$ cat src/rtl/battle_turn_ctrl.sv
// Turn sequencer for a two-party battle: issues player/enemy attack strobes,
// waits for HP-block acknowledges with timeout, and tracks rounds and outcome.
module battle_turn_ctrl #(
  parameter int ENEMY_DELAY = 8,
  parameter int ACK_TIMEOUT = 15
) (
  input  logic       clk,
  input  logic       rst_n,
  input  logic       start,
  input  logic       move_valid,
  input  logic [1:0] move,
  input  logic [7:0] HP_p,
  input  logic [7:0] HP_e,
  input  logic       HP_p_en,
  input  logic       HP_e_en,
  output logic [1:0] attack_p,
  output logic       att_p_en,
  output logic [1:0] attack_e,
  output logic       att_e_en,
  output logic [2:0] state,
  output logic [7:0] turn_cnt,
  output logic       win,
  output logic       lose,
  output logic       ack_err
);

  typedef enum logic [2:0] {
    IDLE   = 3'd0,
    P_TURN = 3'd1,
    P_ACK  = 3'd2,
    E_WAIT = 3'd3,
    E_ACK  = 3'd4,
    WIN    = 3'd5,
    LOSE   = 3'd6
  } state_t;

  localparam logic [7:0] DLY_LAST = 8'(ENEMY_DELAY - 1);
  localparam logic [7:0] TMO_LAST = 8'(ACK_TIMEOUT - 1);

  state_t     cur;
  logic [7:0] lfsr;
  logic [7:0] dly_cnt;
  logic [7:0] tmo_cnt;
  logic       restart_armed;

  function automatic logic [7:0] sat_inc(input logic [7:0] v);
    return (v == 8'hFF) ? v : v + 8'd1;
  endfunction

  // Fibonacci form, taps 8,6,5,4: feedback enters at bit 0.
  function automatic logic [7:0] lfsr_next(input logic [7:0] r);
    return {r[6:0], r[7] ^ r[5] ^ r[4] ^ r[3]};
  endfunction

  // Code 0 would be a no-damage attack, so the enemy always hits for at least 1.
  function automatic logic [1:0] enemy_code(input logic [7:0] r);
    return (r[1:0] == 2'b00) ? 2'b01 : r[1:0];
  endfunction

  assign state = cur;

  always_ff @(posedge clk or negedge rst_n) begin
    if (!rst_n) begin
      cur           <= IDLE;
      attack_p      <= 2'b00;
      attack_e      <= 2'b00;
      att_p_en      <= 1'b0;
      att_e_en      <= 1'b0;
      turn_cnt      <= 8'd0;
      win           <= 1'b0;
      lose          <= 1'b0;
      ack_err       <= 1'b0;
      dly_cnt       <= 8'd0;
      tmo_cnt       <= 8'd0;
      lfsr          <= 8'h5A;
      restart_armed <= 1'b0;
    end else begin
      lfsr     <= lfsr_next(lfsr);
      att_p_en <= 1'b0;
      att_e_en <= 1'b0;
      case (cur)
        IDLE: begin
          if (start) begin
            cur      <= P_TURN;
            win      <= 1'b0;
            lose     <= 1'b0;
            ack_err  <= 1'b0;
            turn_cnt <= 8'd0;
          end
        end
        P_TURN: begin
          if (move_valid) begin
            cur      <= P_ACK;
            attack_p <= move;
            att_p_en <= 1'b1;
            tmo_cnt  <= 8'd0;
          end
        end
        P_ACK: begin
          if (HP_e_en || tmo_cnt == TMO_LAST) begin
            if (!HP_e_en) ack_err <= 1'b1;
            if (HP_e == 8'd0) begin
              cur           <= WIN;
              win           <= 1'b1;
              restart_armed <= 1'b0;
            end else begin
              cur     <= E_WAIT;
              dly_cnt <= 8'd0;
            end
          end else begin
            tmo_cnt <= tmo_cnt + 8'd1;
          end
        end
        E_WAIT: begin
          if (dly_cnt == DLY_LAST) begin
            cur      <= E_ACK;
            attack_e <= enemy_code(lfsr);
            att_e_en <= 1'b1;
            tmo_cnt  <= 8'd0;
          end else begin
            dly_cnt <= dly_cnt + 8'd1;
          end
        end
        E_ACK: begin
          if (HP_p_en || tmo_cnt == TMO_LAST) begin
            if (!HP_p_en) ack_err <= 1'b1;
            if (HP_p == 8'd0) begin
              cur           <= LOSE;
              lose          <= 1'b1;
              restart_armed <= 1'b0;
            end else begin
              cur      <= P_TURN;
              turn_cnt <= sat_inc(turn_cnt);
            end
          end else begin
            tmo_cnt <= tmo_cnt + 8'd1;
          end
        end
        // A restart needs start seen low inside WIN/LOSE before it is seen high again.
        WIN, LOSE: begin
          if (!start) restart_armed <= 1'b1;
          else if (restart_armed) cur <= IDLE;
        end
        default: cur <= IDLE;
      endcase
    end
  end

endmodule
$ cat config.mk
export PLATFORM = sky130hd
export DESIGN_NAME = battle_turn_ctrl
export DESIGN_NICKNAME = d
export VERILOG_FILES = /design/src/rtl/battle_turn_ctrl.sv
export SDC_FILE = /design/constraint.sdc
export NUM_CORES = 1
export LEC_CHECK = 0
export CORE_MARGIN = 2
export CORE_UTILIZATION = 44
export DETAILED_ROUTE_END_ITERATION = 12
export GPL_ROUTABILITY_DRIVEN = 0
export MAX_ROUTING_LAYER = met4
export PLACE_DENSITY = 0.73
export SLEW_MARGIN = 0
export SYNTH_ARGS = -nofsm -noshare
export SYNTH_HDL_FRONTEND = slang
export SYNTH_SLANG_ARGS = --single-unit
$ cat constraint.sdc
create_clock -name clk -period 2.1 [get_ports clk]
set_clock_uncertainty 0.2 [all_clocks]
set_input_delay 0.42 -clock clk [delete_from_list [all_inputs] [get_ports clk]]
set_output_delay 0.42 -clock clk [all_outputs]
set_load 0.01 [all_outputs]
### After elaboration in Yosys (flattened, before gate mapping)

Index checks and enable logic that the tools add are counted.

| operators by class | value |
|---|---|
| add/sub/neg operators | 3 |
| bitwise gates (word level) | 3 |
| reductions and logical operators | 23 |
| muxes and demuxes | 47 |
| equal/unequal tests | 27 |

Operators by type and width:

| operator | count |
|---|---|
| two-way mux 8 bit | 11 |
| != test 2 bit, second input constant | 18 |
| case mux 8 bit (2 select lines) | 2 |
| case mux 8 bit (4 select lines) | 1 |
| two-way mux 3 bit | 9 |
| adder 8 x 1 -> 8 bit, second input constant | 3 |
| two-way mux 1 bit | 18 |
| case mux 3 bit (6 select lines) | 1 |
| zero test 8 bit | 2 |
| AND reduction 4 bit | 3 |
| AND reduction 6 bit | 2 |
| AND reduction 5 bit | 2 |
| equality test 3 bit, second input constant | 3 |
| equality test 8 x 3 -> 1 bit, second input constant | 1 |
| equality test 8 x 4 -> 1 bit, second input constant | 1 |
| equality test 8 bit, second input constant | 1 |
| AND reduction 7 bit | 1 |
| equality test 3 x 2 -> 1 bit, second input constant | 2 |
| case mux 1 bit (3 select lines) | 2 |
| nonzero test 2 bit | 3 |
| nonzero test 3 bit | 2 |
| case mux 1 bit (2 select lines) | 2 |
| AND reduction 2 bit | 2 |
| nonzero test 4 bit | 1 |
| other kinds (7) | 10 |

| word-level totals | value |
|---|---|
| output and inout bits | 20 |
| word-level logic and storage cells | 116 |
| flip-flop bits (word level) | 45 |
| bits of input ports | 24 |

### Longest topological paths before layout

Gate-level depths: netlist of the first run.

| depth | value |
|---|---|
| word-level depth | 5 |
| mapped depth | 8 |
| mapped depth without buffers | 7 |

### Least setup slack after synthesis of the first run

OpenSTA, ideal clock, no wires.

| path | value |
|---|---|
| kind | reg-to-reg |
| start point | reg tmo_cnt[0] |
| end point | reg turn_cnt[3] |
| path slack | 0.060 ns |
| cell stages (with the launch flop) | 9 |
| setup time | 0.132 ns |
| data arrival time | 1.708 ns |
| required time | 1.768 ns |
| buffers on the path | 1 |
| path through | dfrtp_1 inv_1 ha_1 nor3b_2 a21oi_1 or4b_1 buf_2 o21ai_1 o31ai_1 |

| between the ends | value |
|---|---|
| cells in the longest elaborated chain, start to end | 4 |

RTL lines:

| item | RTL line | text |
|---|---|---|
| start, declared | 43 | `logic [7:0] tmo_cnt;` |
| start signal, assigned | 111 | `tmo_cnt <= tmo_cnt + 8'd1;` |
| start signal, assigned | 136 | `tmo_cnt <= tmo_cnt + 8'd1;` |
| equality test 8 x 4 -> 1 bit | 125 | `if (HP_p_en \|\| tmo_cnt == TMO_LAST) begin` |
| logical OR 1 bit | 125 |  |
| != test 2 bit (no source line) | -- |  |
| AND reduction 5 bit (no source line) | -- |  |
| end signal, assigned | 133 | `turn_cnt <= sat_inc(turn_cnt);` |
| end, declared | 21 | `output logic [7:0] turn_cnt,` |

No other way between the ends.
A chain may end at the register's enable or synchronous reset.

### Worst setup path after layout of the first run

| path | value |
|---|---|
| start point | reg tmo_cnt[0] |
| end point | reg turn_cnt[5] |

The elaborated chain is that of the path after synthesis.

==> results of run 1 <==
-- flip-flops by register name (all words and copies together) (netlist names), 2 cells and up --
name	flops
attack_e	2
attack_p	2
dly_cnt	8
lfsr	8
state	3
tmo_cnt	8
turn_cnt	8
-- report_power, final --
group	switching [W]	total [W]	internal [W]
Clock	0.000328	0.000569	0.000241
Sequential	0.0000965	0.00109	0.000994
Combinational	0.000700	0.00139	0.000687
Total	0.00112	0.00305	0.00192
-- layer usage --
layer,wire [um],GRT usage
met5,0,-
met4,107,0.0818
met3,210,0.0344
met2,2650,0.319
met1,2520,0.268
-- Yosys cell counts (2+ instances only) --
cell	instances
nand4_1	2
nor3_2	2
dfrtp_1	41
or4_1	2
or4b_1	2
o31ai_1	3
nor3_1	6
ha_1	4
o211ai_2	2
and2_1	3
or3_1	4
a31oi_1	3
nor4_1	4
buf_2	3
nor2_1	18
xor2_1	3
o211a_1	2
inv_1	6
o21ai_0	7
nand2b_1	6
nand2_1	25
dfstp_2	4
nor3b_1	3
nand3_1	10
clkbuf_1	4
and3_1	5
o21a_1	2
xnor2_1	5
mux2_2	5
nor2b_1	2
o21ai_1	21
a21oi_1	9
-- cell type report --
class	instances	area [um2]
Fill cell	432	1840
Multi-Input combinational cell	175	1180
Sequential cell	45	1130
Timing Repair Buffer	80	717
Tap cell	70	87.6
Clock buffer	5	68.8
Inverter	7	26.3
Clock inverter	3	25.0
-- per-stage QoR --
stage	setup TNS (ps)	std cells
finish	0	385
global route	-383	385
CTS	0	385
detailed placement	-5000	376
global placement	-3860	376
floorplan	0	234
-- repair_timing --
action	in CTS	in global routing
hold endpoints to repair	8	0
setup endpoints to repair	8	17
hold buffers	1	0
resized for setup	7	16
pin swaps	0	7
-- cells by family after synthesis --
kind of cell | after synthesis | share of synthesized area
xor+xnor | 8 | 0.0306
simple gates | 101 | 0.243
fa+ha+maj | 4 | 0.0219
buf+inv | 14 | 0.0246
mux | 6 | 0.0295
compound gates | 56 | 0.155
flops | 45 | 0.495
-- critical path: stages, from the launching register on --
cell and delay [ps]:
dfrtp_1 390, inv_1 60, ha_1 150, nor3b_4 230, a21oi_2 100, or4b_4 610
o21ai_1 160, o31ai_1 80
-- worst paths after layout --
kind,start,endpoint,slack [ps],depth (start not counted)
worst max-delay path,tmo_cnt[0]$_DFFE_PN0P_,turn_cnt[5]$_DFFE_PN0P_,20,7
worst min-delay path,lfsr[2]$_DFF_PN0_,lfsr[3]$_DFF_PN1_,180,0
worst max register to register,tmo_cnt[0]$_DFFE_PN0P_,turn_cnt[5]$_DFFE_PN0P_,20,7
worst min register to register,lfsr[2]$_DFF_PN0_,lfsr[3]$_DFF_PN1_,180,0
max in group asynchronous,rst_n,dly_cnt[3]$_DFFE_PN0P_,770,3
min in group asynchronous,rst_n,turn_cnt[6]$_DFFE_PN0P_,510,3
==> flow_summary.ini, run 1 <==
[status]
status = finished, final reports clean

[final_layout]
postLayoutCoreUtil = 0.638
synthToLayoutAreaGrowth_pct = 41.6
final_common_cell = dfrtp_1
post-route-cell-area_um2 = 3240
layout-drive-gt1-share = 0.238
nets = 342
layout_common_cells = dfrtp_1 (40), clkdlybuf4s50_1 (39), buf_4 (35)
n_antenna_cell = 0

[synth]
synthArstFlopShare = 1.00
synth_warnings = 0
synth_fp_nets = 262
synth_edf_count = 0
yosysTopAreaCell = dfrtp_1
seq_area_frac_synth = 0.495
synth-seq-cells = 45
syn_inst = 234
avgSynthCellArea_um2 = 9.77
synth-main-ff-cell = dfrtp_1
synth_area_leaders = dfrtp_1 (45%), dfstp_2 (4.6%), o21ai_1 (4.6%)
synth.distinct_cells = 48
yosysTopAreaCellShare = 0.449
synthesis.area_um2 = 2290

[setup_path]
crit_type = flop to flop
critPathCaptureType = flop
worstPathMaxFanout = 8
arrival_ps = 2090
critPathLaunchType = flop
worstPathRequired_ps = 2100

[die]
die_h_um = 76.1
io_pins = 44
die_area_um2 = 5790
die_w_um = 76.1
core_um2 = 5070
start_util = 0.451
rows = 26

[timing]
setup_slack_ps = 17.1
hold_violations = 0
hold-worst-slack_ps = 181
maxSlewHeadroom = 0.625
rsz0062_at_grt = yes
setup_viol = 0
worstMarginPinSlew_ps = 563
post-route-min-period_ps = 2080
clock.fmax_mhz = 480
period_share = 0.992
final_max_slew_viol_count = 0

[grt]
antenna_found_initial = 0
grt_pass1_wl_mm = 9.34
grt_pass1_vias = 2074
grt_overflow_total = 0
grtUsageTotal = 0.204
grt_max_degree = 46

[clocking]
post_cts_buffers = 0
cts_root_buf = clkbuf_8
clock-sinks = 45
clk-insertion-delay-late_ps = 310
cts_buffers = 5
cts.clk_slew.worst_paths_ps = 100
clock_path_buffers = 2
cts_tree = built
cts-htree-levels = 2

[flow_run]
maxCapViolCount = 0

[placement]
portBuffers = 43
placed_cell_area_um2 = 3040
pre_cts_slack_ps = -396
hpwl_mm = 3.97

[drt]
routed-via-count = 2025
drt.antenna.violating_nets = 0
via_per_inst = 5.26
finalWirelength_mm = 5.49
drc = 0
drtIter0Drc = 82
routedWlPerCell_um = 14.3
drt_pass1_iterations = 4

[pwr]
vdd_ir_drop_max_v = 0.000442
p_total_w = 0.00305
leakagePower_nw = 1.46
p_per_area_nw_per_um2 = 940

[hold_path]
hold_path_class = flop to flop
Note: power is estimated with default switching activity, not from simulation.
==> run 2, diff against run 1 <==
PLACE_DENSITY = 0.72   (was 0.73)
==> flow_summary.ini, run 2 (synthesized netlist as in run 1, its figures left out) <==
[die]
core_um2 = 5070
die_area_um2 = 5790
die_h_um = 76.1
die_w_um = 76.1
io_pins = 44
rows = 26
start_util = 0.451

[clocking]
cts_buffers = 5
clock_path_buffers = 2
clock-sinks = 45
clk-insertion-delay-late_ps = 300
cts_root_buf = clkbuf_8
cts_tree = built
cts.clk_slew.worst_paths_ps = 90
cts-htree-levels = 2
holdBufCountCts = 0

[final_layout]
post-route-cell-area_um2 = 3290
n_antenna_cell = 0
layout-drive-gt1-share = 0.252
postLayoutCoreUtil = 0.647
fillers = 425
synthToLayoutAreaGrowth_pct = 43.7
nets = 345
layout_common_cells = dfrtp_1 (41), clkdlybuf4s50_1 (41), buf_4 (37)

[pwr]
p_comb_frac = 0.463
p_total_w = 0.00309
clockPowerShare = 0.183
power.share.sequential = 0.354
power_switching_w = 0.00113
leakagePower_nw = 1.47
vdd_ir_drop_max_v = 0.000468
intPower_w = 0.00196
p_per_area_nw_per_um2 = 940
switching_share = 0.366

[timing]
clock.fmax_mhz = 484
final_max_slew_viol_count = 0
period_share = 0.983
setup_viol = 0
rsz0062_at_grt = yes
maxSlewHeadroom = 0.623
post-route-min-period_ps = 2060
hold-worst-slack_ps = -12.8
hold_violations = 26
worstMarginPinSlew_ps = 565

[drt]
routedWlPerCell_um = 14.2
via_per_inst = 5.29
drtIter0Drc = 73
drt.antenna.violating_nets = 0
drc = 0
finalWirelength_mm = 5.51
drt_pass1_iterations = 4
routed-via-count = 2051

[setup_path]
path_cells = clkdlybuf4s50_1 -> or4_4 -> nor3_4 -> or4b_4 -> buf_6 -> nand2_1 -> o21ai_1
rr_endpoint = turn_cnt[4]$_DFFE_PN0P_
r2r_cells = 7
r2r_slack_ps = 40
worstPathMaxFanout = 7
worstPathRequired_ps = 2130
critPathCaptureType = flop
critPathSlowestCell = or4_4
arrival_ps = 2100
cpPeakStageDelay_ps = 550
critPathLaunchType = input pin
crit_type = input pin to flop
reg2reg_from = tmo_cnt[0]$_DFFE_PN0P_

[grt]
grt_pass1_vias = 2005
grt_max_degree = 46
antenna_found_initial = 0
grt_overflow_total = 0
grtUsageTotal = 0.196
grt_pass1_wl_mm = 9.11

[placement]
placed_cell_area_um2 = 3060
hpwl_mm = 3.87
portBuffers = 43

[flow_run]
maxCapViolCount = 0

[hold_path]
hold_path_class = input pin to async pin

[status]
status = complete, but fails checks
violations = negative hold slack
## run 2: cell count changes in the layout (fill, tap and decap cells not counted), moves of 2 or more
cell and change:
a21oi_1 -2, a21oi_2 +2, buf_4 +2, clkdlybuf4s50_1 +2, dlymetal6s2s_1 -2, o21ai_1 +2, o21ai_2 -2
## run 2: power by group through the flow
stage,combinational (W),clock (W),sequential (W)
floorplan,0.000670,0,0.00113
global placement,0.00127,0,0.00110
detailed placement,0.00129,0,0.00110
CTS,0.00132,0.000581,0.00109
global route,0.00155,0.000618,0.00112
finish,0.00143,0.000565,0.00109
## run 2: worst max-delay path, delay by kind of cell
family          cells  cell delay (ps)
buf+inv             2              510
simple gates        4             1110
compound gates      1               60
## run 2: how the worst max path moves through the flow
stage / from / slack [ps] / depth (start not counted) / end
detailed placement: HP_p[5] / -420 / 6 / turn_cnt[4]$_DFFE_PN0P_
global placement: HP_p[5] / -310 / 6 / turn_cnt[3]$_DFFE_PN0P_
CTS: HP_p[1] / 4 / 7 / restart_armed$_DFFE_PN0P_
finish: HP_p[4] / 40 / 7 / turn_cnt[1]$_DFFE_PN0P_
floorplan: tmo_cnt[0]$_DFFE_PN0P_ / 60 / 8 / turn_cnt[3]$_DFFE_PN0P_
global route: tmo_cnt[0]$_DFFE_PN0P_ / -50 / 7 / turn_cnt[3]$_DFFE_PN0P_
## run 2: cell type report
| type | instances | area [um2] | share of cell area |
|---|---|---|---|
| clock buffers | 5 | 68.8 | 0.0209 |
| clock inverters | 3 | 25.0 | 0.00762 |
| inverters | 7 | 26.3 | 0.00800 |
| multi-input cells | 175 | 1200 | 0.365 |
| flip-flops and latches | 45 | 1130 | 0.344 |
| well taps | 70 | 87.6 | 0.0267 |
| repair buffers | 83 | 748 | 0.228 |
## run 2: routing by layer
layer,GRT usage,share of wire
met5,-,0
met4,0.0618,0.011
met3,0.0344,0.039
met2,0.314,0.49
met1,0.255,0.46
## run 2: what timing repair did
action | CTS | global route
pin swaps | 3 | 8
gates resized for setup | 10 | 15
setup buffers | 0 | 3
setup endpoints to repair | 7 | 9
## run 2: metrics by stage
stage                     setup WS, ps  hold WS (ps)  setup TNS [ps]  instances
after CTS                         4.41          10.8               0        385
after floorplan                   60.5         -75.6               0        234
after detailed placement          -420           169           -4440        377
final                             35.4         -12.8               0        388
after global routing             -53.5          41.4            -205        388
after global placement            -312           143           -3680        377
==> run 3, diff against run 2 <==
PLACE_DENSITY = 0.69   (was 0.72)
clock period = 2.65 ns   (was 2.1 ns; I/O delays follow)
==> flow_summary.ini, run 3 (synthesized netlist as in run 1, its figures left out) <==
[grt]
grt_max_degree = 46
grt_pass1_vias = 1845
use_met3 = 0.0427
grt_overflow_total = 0
grtUsageTotal = 0.184
grt.busiest_layer = met2
grtUsageMet2 = 0.282
gr-usage-met1 = 0.247
grt_pass1_wl_mm = 8.54
antenna_found_initial = 0

[clocking]
cts_buffers = 5
clock_path_buffers = 2
cts_tree = built
cts-htree-levels = 2
cts_resized = 0
cts.clk_slew.worst_paths_ps = 90
post_cts_buffers = 0
clk-insertion-delay-late_ps = 290
cts_root_buf = clkbuf_8
holdBufCountCts = 0
clock-sinks = 45

[setup_path]
critPathCaptureType = flop
crit_type = input pin to flop
arrival_ps = 2270
critPathLaunchType = input pin
worstPathRequired_ps = 2650
worstPathMaxFanout = 8

[flow_run]
maxCapViolCount = 0

[final_layout]
layout-drive-gt1-share = 0.119
postLayoutCoreUtil = 0.582
synthToLayoutAreaGrowth_pct = 29.2
final_common_cell = clkdlybuf4s50_1
layout_common_cells = clkdlybuf4s50_1 (42), dfrtp_1 (41), nand2_1 (25)
nets = 313
fillers = 471
n_antenna_cell = 0
layout.cells.non_filler = 356

[timing]
clock.fmax_mhz = 441
fin_tns_setup_ps = 0
hold-worst-slack_ps = 2.92
maxSlewHeadroom = 0.693
rsz0062_at_grt = no
hold_violations = 0
final_max_slew_viol_count = 0
period_share = 0.857
worstMarginPinSlew_ps = 457
setup_viol = 0
post-route-min-period_ps = 2270

[die]
start_util = 0.451
die_w_um = 76.1
die_area_um2 = 5790
core_um2 = 5070
die_h_um = 76.1
rows = 26
io_pins = 44

[drt]
drtIter0Drc = 71
routed-via-count = 1919
drt.antenna.violating_nets = 0
routedWlPerCell_um = 13.6
drc = 0
finalWirelength_mm = 4.85
drt_pass1_iterations = 4
via_per_inst = 5.39

[hold_path]
hold_path_class = input pin to async pin

[pwr]
p_per_area_nw_per_um2 = 765
vdd_ir_drop_max_v = 0.000385
leakagePower_nw = 1.27

[placement]
portBuffers = 43
hpwl_mm = 3.45
dpl.cell_count = 348

[status]
status = finished, final reports clean
[run 3: changes by cell type in the layout (fill, tap and decap cells not counted), sizes merged]
cell | before | now
inv | 8 | 7
clkdlybuf4s50 | 41 | 42
bufinv | 0 | 1
clkbuf | 5 | 6
buf | 41 | 9
clkinvlp | 1 | 0
dlymetal6s2s | 1 | 0
[run 3: final timing paths]
| path | startpoint | to | slack, ps | cells past startpoint |
|---|---|---|---|---|
| max in group asynchronous | rst_n | lfsr[3]$_DFF_PN1_ | 1990 | 2 |
| setup / recovery | HP_p[5] | turn_cnt[4]$_DFFE_PN0P_ | 380 | 6 |
| min in group clk | lfsr[2]$_DFF_PN0_ | lfsr[3]$_DFF_PN1_ | 160 | 0 |
| hold reg to reg | lfsr[2]$_DFF_PN0_ | lfsr[3]$_DFF_PN1_ | 160 | 0 |
| hold / removal | rst_n | dly_cnt[6]$_DFFE_PN0P_ | 3 | 2 |
| setup reg to reg | tmo_cnt[0]$_DFFE_PN0P_ | turn_cnt[5]$_DFFE_PN0P_ | 400 | 7 |
[run 3: final cells by class]
cell class              instances  area [um2]  share of cell area
repair buffers                 51         498               0.169
inverters                       7        26.3             0.00889
clock buffers                   6        72.6              0.0246
flip-flops and latches         45        1130               0.383
clock inverters                 2        38.8              0.0131
multi-input cells             175        1100               0.372
well taps                      70        87.6              0.0296
[run 3: power breakdown]
part           switching [W]  internal, W
Sequential         0.0000771     0.000787
Clock               0.000230     0.000283
Combinational       0.000475     0.000409
[run 3: per-stage QoR]
stage          total power, W  cell area [um2]  setup slack (ps)
6_report              0.00226             2950               380
5_1_grt               0.00243             2950               196
4_1_cts               0.00228             2950               373
3_5_place_dp          0.00176             2840              54.2
3_3_place_gp          0.00175             2840               113
2_1_floorplan         0.00143             2290               595
[run 3: per-layer routing]
layer,part of all wire,wire length [um],up-vias
met1,0.49,2370,919
met5,0,0,-
li1,-,-,943
met3,0.047,227,5
met2,0.45,2200,52
met4,0.011,52,0
[run 3: worst max-delay path, stage by stage]
cell	delay, ps
clkdlybuf4s50_1	390
or4_1	590
nor3_2	260
or4b_1	310
o21ai_1	110
o31ai_1	70
